**config.mk**
```make
export PLATFORM = sky130hd
export DESIGN_NAME = load_store_unit_flat
export DESIGN_NICKNAME = d
export VERILOG_FILES = /design/src/rtl/load_store_unit_if.sv /design/src/rtl/load_store_unit.sv /design/src/flat_wrapper.sv
export SDC_FILE = /design/constraint.sdc
export NUM_CORES = 1
export LEC_CHECK = 0
export BUFFER_PORTS_ARGS = -buffer_cell sky130_fd_sc_hd__buf_2
export CELL_PAD_IN_SITES_DETAIL_PLACEMENT = 1
export CELL_PAD_IN_SITES_GLOBAL_PLACEMENT = 1
export CORE_MARGIN = 1
export CORE_UTILIZATION = 40
export DETAILED_ROUTE_END_ITERATION = 10
export PLACE_DENSITY_LB_ADDON = 0.1
export SLEW_MARGIN = 20
export SYNTH_ARGS = -nofsm -noshare
export SYNTH_HDL_FRONTEND = slang
export SYNTH_SLANG_ARGS = --single-unit
export TNS_END_PERCENT = 30
```
**constraint.sdc**
```tcl
create_clock -name clk -period 5.8 [get_ports clk]
set_input_delay 1.16 -clock clk [delete_from_list [all_inputs] [get_ports clk]]
set_output_delay 1.16 -clock clk [all_outputs]
set_load 0.05 [all_outputs]
```
**src/rtl/load_store_unit_if.sv**
```systemverilog
// Core request/response and data-memory port bundle for the load/store unit.
// slave = the LSU itself; master = the execute stage plus data memory around it.
interface load_store_unit_if #(
    parameter int ADDR_WIDTH = 32
);
    logic                  req_valid;
    logic                  req_ready;
    logic                  req_we;
    logic [2:0]            req_funct3;
    logic [ADDR_WIDTH-1:0] req_addr;
    logic [31:0]           req_wdata;
    logic                  resp_valid;
    logic [31:0]           resp_rdata;
    logic                  resp_err;
    logic                  mem_WE;
    logic [ADDR_WIDTH-1:0] mem_A;
    logic [31:0]           mem_WD;
    logic [31:0]           mem_RD;

    modport slave (
        input  req_valid, req_we, req_funct3, req_addr, req_wdata, mem_RD,
        output req_ready, resp_valid, resp_rdata, resp_err, mem_WE, mem_A, mem_WD
    );

    modport master (
        output req_valid, req_we, req_funct3, req_addr, req_wdata, mem_RD,
        input  req_ready, resp_valid, resp_rdata, resp_err, mem_WE, mem_A, mem_WD
    );
endinterface

```
**src/rtl/load_store_unit.sv**
```systemverilog
// RV32I load/store initiator for a word-wide memory without byte enables.
// One request in flight; sub-word stores are done as read-merge-write.
module load_store_unit #(
    parameter int ADDR_WIDTH  = 32,
    parameter bit CHECK_ALIGN = 1'b1
) (
    input logic               clk,
    input logic               rst,
    load_store_unit_if.slave  bus
);
    localparam int AW = ADDR_WIDTH;

    typedef enum logic [2:0] {IDLE, LOAD, MERGE, WRITE, RESP} state_t;

    state_t        state_q, state_d;
    logic [2:0]    f3_q, f3_d;
    logic [AW-1:0] addr_q, addr_d;
    logic [15:0]   wdata_q, wdata_d;
    logic [31:0]   wr_q, wr_d;
    logic [31:0]   rdata_q, rdata_d;
    logic          err_q, err_d;

    logic          illegal, misaligned;
    logic [7:0]    rd_byte;
    logic [15:0]   rd_half;
    logic [31:0]   load_ext, merged;
    logic [AW-1:0] word_addr;

    assign word_addr = {addr_q[AW-1:2], 2'b00};

    always_comb begin : decode
        illegal    = 1'b0;
        misaligned = 1'b0;
        if (bus.req_we) begin
            illegal = (bus.req_funct3 > 3'd2);
        end else begin
            illegal = (bus.req_funct3 == 3'd3) || (bus.req_funct3[2:1] == 2'b11);
        end
        if (CHECK_ALIGN) begin
            case (bus.req_funct3[1:0])
                2'd1:    misaligned = bus.req_addr[0];
                2'd2:    misaligned = |bus.req_addr[1:0];
                default: misaligned = 1'b0;
            endcase
        end
    end

    // Lane extraction for loads and lane replacement for sub-word stores.
    always_comb begin : lanes
        rd_byte = bus.mem_RD[{addr_q[1:0], 3'b000} +: 8];
        rd_half = addr_q[1] ? bus.mem_RD[31:16] : bus.mem_RD[15:0];
        case (f3_q)
            3'd0:    load_ext = {{24{rd_byte[7]}}, rd_byte};
            3'd1:    load_ext = {{16{rd_half[15]}}, rd_half};
            3'd4:    load_ext = {24'd0, rd_byte};
            3'd5:    load_ext = {16'd0, rd_half};
            default: load_ext = bus.mem_RD;
        endcase
        merged = bus.mem_RD;
        if (f3_q[1:0] == 2'd0) begin
            merged[{addr_q[1:0], 3'b000} +: 8] = wdata_q[7:0];
        end else begin
            merged[{addr_q[1], 4'b0000} +: 16] = wdata_q[15:0];
        end
    end

    always_comb begin : fsm
        state_d        = state_q;
        f3_d           = f3_q;
        addr_d         = addr_q;
        wdata_d        = wdata_q;
        wr_d           = wr_q;
        rdata_d        = rdata_q;
        err_d          = err_q;
        bus.req_ready  = 1'b0;
        bus.resp_valid = 1'b0;
        bus.resp_rdata = 32'd0;
        bus.resp_err   = 1'b0;
        bus.mem_WE     = 1'b0;
        bus.mem_A      = '0;
        bus.mem_WD     = 32'd0;
        case (state_q)
            IDLE: begin
                bus.req_ready = !rst;
                if (bus.req_valid && !rst) begin
                    f3_d    = bus.req_funct3;
                    addr_d  = bus.req_addr;
                    wdata_d = bus.req_wdata[15:0];
                    wr_d    = bus.req_wdata;
                    rdata_d = 32'd0;
                    err_d   = 1'b0;
                    if (illegal || misaligned) begin
                        err_d   = 1'b1;
                        state_d = RESP;
                    end else if (!bus.req_we) begin
                        state_d = LOAD;
                    end else if (bus.req_funct3 == 3'd2) begin
                        state_d = WRITE;
                    end else begin
                        state_d = MERGE;
                    end
                end
            end
            LOAD: begin
                bus.mem_A = word_addr;
                rdata_d   = load_ext;
                state_d   = RESP;
            end
            MERGE: begin
                bus.mem_A = word_addr;
                wr_d      = merged;
                state_d   = WRITE;
            end
            WRITE: begin
                bus.mem_A  = word_addr;
                bus.mem_WE = 1'b1;
                bus.mem_WD = wr_q;
                state_d    = RESP;
            end
            RESP: begin
                bus.resp_valid = 1'b1;
                bus.resp_rdata = rdata_q;
                bus.resp_err   = err_q;
                rdata_d        = 32'd0;
                err_d          = 1'b0;
                state_d        = IDLE;
            end
            default: state_d = IDLE;
        endcase
        // Reset kills any memory side effect and response in the same cycle.
        if (rst) begin
            bus.mem_WE     = 1'b0;
            bus.mem_A      = '0;
            bus.mem_WD     = 32'd0;
            bus.resp_valid = 1'b0;
            bus.resp_rdata = 32'd0;
            bus.resp_err   = 1'b0;
        end
    end

    always_ff @(posedge clk) begin
        if (rst) begin
            state_q <= IDLE;
            f3_q    <= 3'd0;
            addr_q  <= '0;
            wdata_q <= 16'd0;
            wr_q    <= 32'd0;
            rdata_q <= 32'd0;
            err_q   <= 1'b0;
        end else begin
            state_q <= state_d;
            f3_q    <= f3_d;
            addr_q  <= addr_d;
            wdata_q <= wdata_d;
            wr_q    <= wr_d;
            rdata_q <= rdata_d;
            err_q   <= err_d;
        end
    end
endmodule

```
**src/flat_wrapper.sv**
```systemverilog
// flat-port wrapper written by rule: the top's interface ports become plain ports
module load_store_unit_flat 
#(
    parameter int ADDR_WIDTH  = 32,
    parameter bit CHECK_ALIGN = 1'b1
)
  (clk, rst, bus_req_valid, bus_req_we, bus_req_funct3, bus_req_addr, bus_req_wdata, bus_mem_RD, bus_req_ready, bus_resp_valid, bus_resp_rdata, bus_resp_err, bus_mem_WE, bus_mem_A, bus_mem_WD);
  load_store_unit_if #(.ADDR_WIDTH(ADDR_WIDTH)) bus_i ();
  input logic clk;
  input logic rst;
  input wire logic [$bits(bus_i.req_valid)-1:0] bus_req_valid;
  input wire logic [$bits(bus_i.req_we)-1:0] bus_req_we;
  input wire logic [$bits(bus_i.req_funct3)-1:0] bus_req_funct3;
  input wire logic [$bits(bus_i.req_addr)-1:0] bus_req_addr;
  input wire logic [$bits(bus_i.req_wdata)-1:0] bus_req_wdata;
  input wire logic [$bits(bus_i.mem_RD)-1:0] bus_mem_RD;
  output wire logic [$bits(bus_i.req_ready)-1:0] bus_req_ready;
  output wire logic [$bits(bus_i.resp_valid)-1:0] bus_resp_valid;
  output wire logic [$bits(bus_i.resp_rdata)-1:0] bus_resp_rdata;
  output wire logic [$bits(bus_i.resp_err)-1:0] bus_resp_err;
  output wire logic [$bits(bus_i.mem_WE)-1:0] bus_mem_WE;
  output wire logic [$bits(bus_i.mem_A)-1:0] bus_mem_A;
  output wire logic [$bits(bus_i.mem_WD)-1:0] bus_mem_WD;
  assign bus_i.req_valid = bus_req_valid;
  assign bus_i.req_we = bus_req_we;
  assign bus_i.req_funct3 = bus_req_funct3;
  assign bus_i.req_addr = bus_req_addr;
  assign bus_i.req_wdata = bus_req_wdata;
  assign bus_i.mem_RD = bus_mem_RD;
  assign bus_req_ready = bus_i.req_ready;
  assign bus_resp_valid = bus_i.resp_valid;
  assign bus_resp_rdata = bus_i.resp_rdata;
  assign bus_resp_err = bus_i.resp_err;
  assign bus_mem_WE = bus_i.mem_WE;
  assign bus_mem_A = bus_i.mem_A;
  assign bus_mem_WD = bus_i.mem_WD;
  load_store_unit #(.ADDR_WIDTH(ADDR_WIDTH), .CHECK_ALIGN(CHECK_ALIGN)) u_core (.clk(clk), .rst(rst), .bus(bus_i));
endmodule
```
==> out/metrics.cfg <==
[detailed_routing]
wire_per_inst_um=19.6
wl_um=22400
vias_per_cell=5.65
first_pass_iters=5
drc=0
antenna_left=0
num_vias=6454
first_iter_violations=412

[worst_setup_path]
rr_endpoint=u_core.wr_q[30]
reg2reg_slack_ns=3.00
r2r_cells=7
critical_path_class=flip-flop to primary output
path_cells=nand2_1 > nor3_2 > buf_4 > and2_1 > buf_2
crit_start=u_core.state_q[1]
crit_required_ns=4.64
critPathMaxFanout=17
slowest_stage=dfxtp_1
crit_arrival_ns=2.86
cpPeakStageDelay_ns=0.76
end_kind=primary output
r2r-start=u_core.addr_q[1]
cp-start-kind=flip-flop

[global_route]
grt-ovfl-total=0
grt_max_degree=74
grt_first_pass_wirelength_um=34400
grt_antenna_before_repair=1
gr-usage-all-layers_pct=27.2
grt_pass1_vias=6436

[cts]
clockRootBuffer=clkbuf_16
clkSlewWorstSetupHoldPaths_ns=0.05
cts.path.max_buffers=2
postCtsHoldBufs=0
insertion_delay_ns=0.41
cts_setup_buffers=0
cts-buffers-inserted=17
cts_resized=0
htree_levels=4
numClockSinks=119
cts_tree=yes

[yosys]
synth_edf_count=0
syn_area_sq_um=6380
synth_flop_cell=dfxtp_1
seq_area_frac_synth_pct=37.3
async_flop_share_pct=0
yosysTopAreaCellShare_pct=37.3
synth_seq_cells=119
syn_avg_cell_area_sq_um=8.52
synth.most_common_cell=dfxtp_1
synth_cells=749
synth.distinct_cells=60
yosys.area.top_type=dfxtp_1
synth_commonest_cells=dfxtp_1, and2_1, nand2_1
synth_area_leaders=dfxtp_1, and2_1, nand2_1
yosys_warnings=0

[sta]
tightest_slew_ns=1.04
finalWorstSetupSlack_ns=1.78
min_period_over_period_pct=69.3
holdWs_ns=0.447
skew_ns=0.00733
slew_headroom_pct=30.0
slew_violations=0
clock.fmax_ghz=0.249
setup_viol=0
rsz0062_at_grt=no
hold_violations=0
min_period_ns=4.02
finalSetupTns_ns=0

[final_layout]
nets=1030
post-route-cell-area_sq_um=8100
fill_cells=1889
multi_input_area_sq_um=3720
diodes=0
final_util_pct=52.7
drive_gt1_share_pct=30.1
register_area_sq_um=2380
stdcell_count=1142
area_growth_pct=26.8

[place]
port-buffer-count=200
dp_hpwl_um=16400
routabilityCongestion=0.873
placed_cell_area_sq_um=7470
post-place-cells=1111
dp_slack_ns=1.85

[worst_hold_path]
hold_path_startpoint=u_core.rdata_q[3]
min_path_cells=2
min_to=u_core.rdata_q[3]
hold_path.class=flip-flop to flip-flop

[floorplan]
start_util_pct=41.5
dieArea_sq_um=16500
die_w_um=128
core_sq_um=15400
num_rows=45
ios=203
chipHeight_um=128

[flow_run]
cap_violations=0

[power_and_ir_drop]
vdd_drop_max_mv=0.208
finalPower_mw=2.42
cellPowerDensity_nw_per_um2=299
p_leak_nw=3.61

[outcome]
status=finished, final reports clean

[report_power, final]
part | internal, mW | switching, mW | total, mW
Sequential | 0.881 | 0.0600 | 0.941
Clock | 0.749 | 0.362 | 1.11
Combinational | 0.137 | 0.233 | 0.370
Total | 1.77 | 0.655 | 2.42
[how the worst max path moves through the flow]
stage,endpoint,slack [ns],depth (start not counted)
after floorplan,bus_mem_WD[31],1.41,4
after global placement,bus_mem_WD[12],1.91,5
after detailed placement,bus_mem_WD[12],1.85,5
after CTS,bus_mem_WD[12],1.76,5
after global routing,bus_mem_WD[12],1.57,5
final,bus_mem_WD[12],1.78,5
[area by class of cell]
class,count,share of cell area (%)
clock buffer,23,5.90
clock inverter,8,1.79
inverter,10,0.464
multi-input combinational,562,46.0
sequential,119,29.4
tap,211,3.26
timing repair buffer,209,13.2
[per-layer routing]
metal  vias to the layer above  share of wire, %  wire length [um]  track usage, %
li1                       3045                 -                 -               -
met3                        49               6.5              1460            5.57
met5                         -                 0                 0               0
met2                       240                48             10600            46.0
met4                         0               2.7               612            10.5
met1                      3120                43              9660            34.1
[state kept, by name, indices dropped and copies added (netlist names)]
register	count
u_core.addr_q	32
u_core.err_q	1
u_core.f3_q	3
u_core.rdata_q	32
u_core.state_q	3
u_core.wdata_q	16
u_core.wr_q	32
[kinds of logic after synthesis]
logic type | synth area share, %
AND/OR/NAND/NOR | 29.3
flip-flops | 37.3
adder cells (fa/ha/maj) | 1.57
other | 0.0587
buffers and inverters | 4.94
multiplexers | 4.41
AO/OA/AOI/OAI | 22.4
[critical path, delay by kind of cell, from the launching register on]
kind / cells / cell delay (ns)
buffers and inverters: 2 / 0.61
DFF: 1 / 0.76
and+or+nand+nor: 3 / 1.08
[cells in the final DEF (no fill, tap or decap), types with 3 or more instances in the layout]
cell       instances
and2_1           110
a32o_1             7
nand2_1          110
o21ai_1            6
ha_1               8
nor4_1            17
a32oi_1            7
dfxtp_1          119
a22oi_1            9
mux2i_1            9
o31ai_1            4
bufinv_16          4
clkbuf_8           3
o22ai_1           23
buf_2            200
inv_1              7
nor2b_1            5
clkbuf_16         17
o21ai_0           57
a221oi_1          24
o221ai_1           6
nor2_1            11
a211oi_1          17
clkbuf_1           3
nand3b_1          36
nand2b_1          14
a21oi_1            5
a22o_1            18
mux2_2            17
buf_4              9
nor4b_4            3
(Power assumes the default switching activity.)
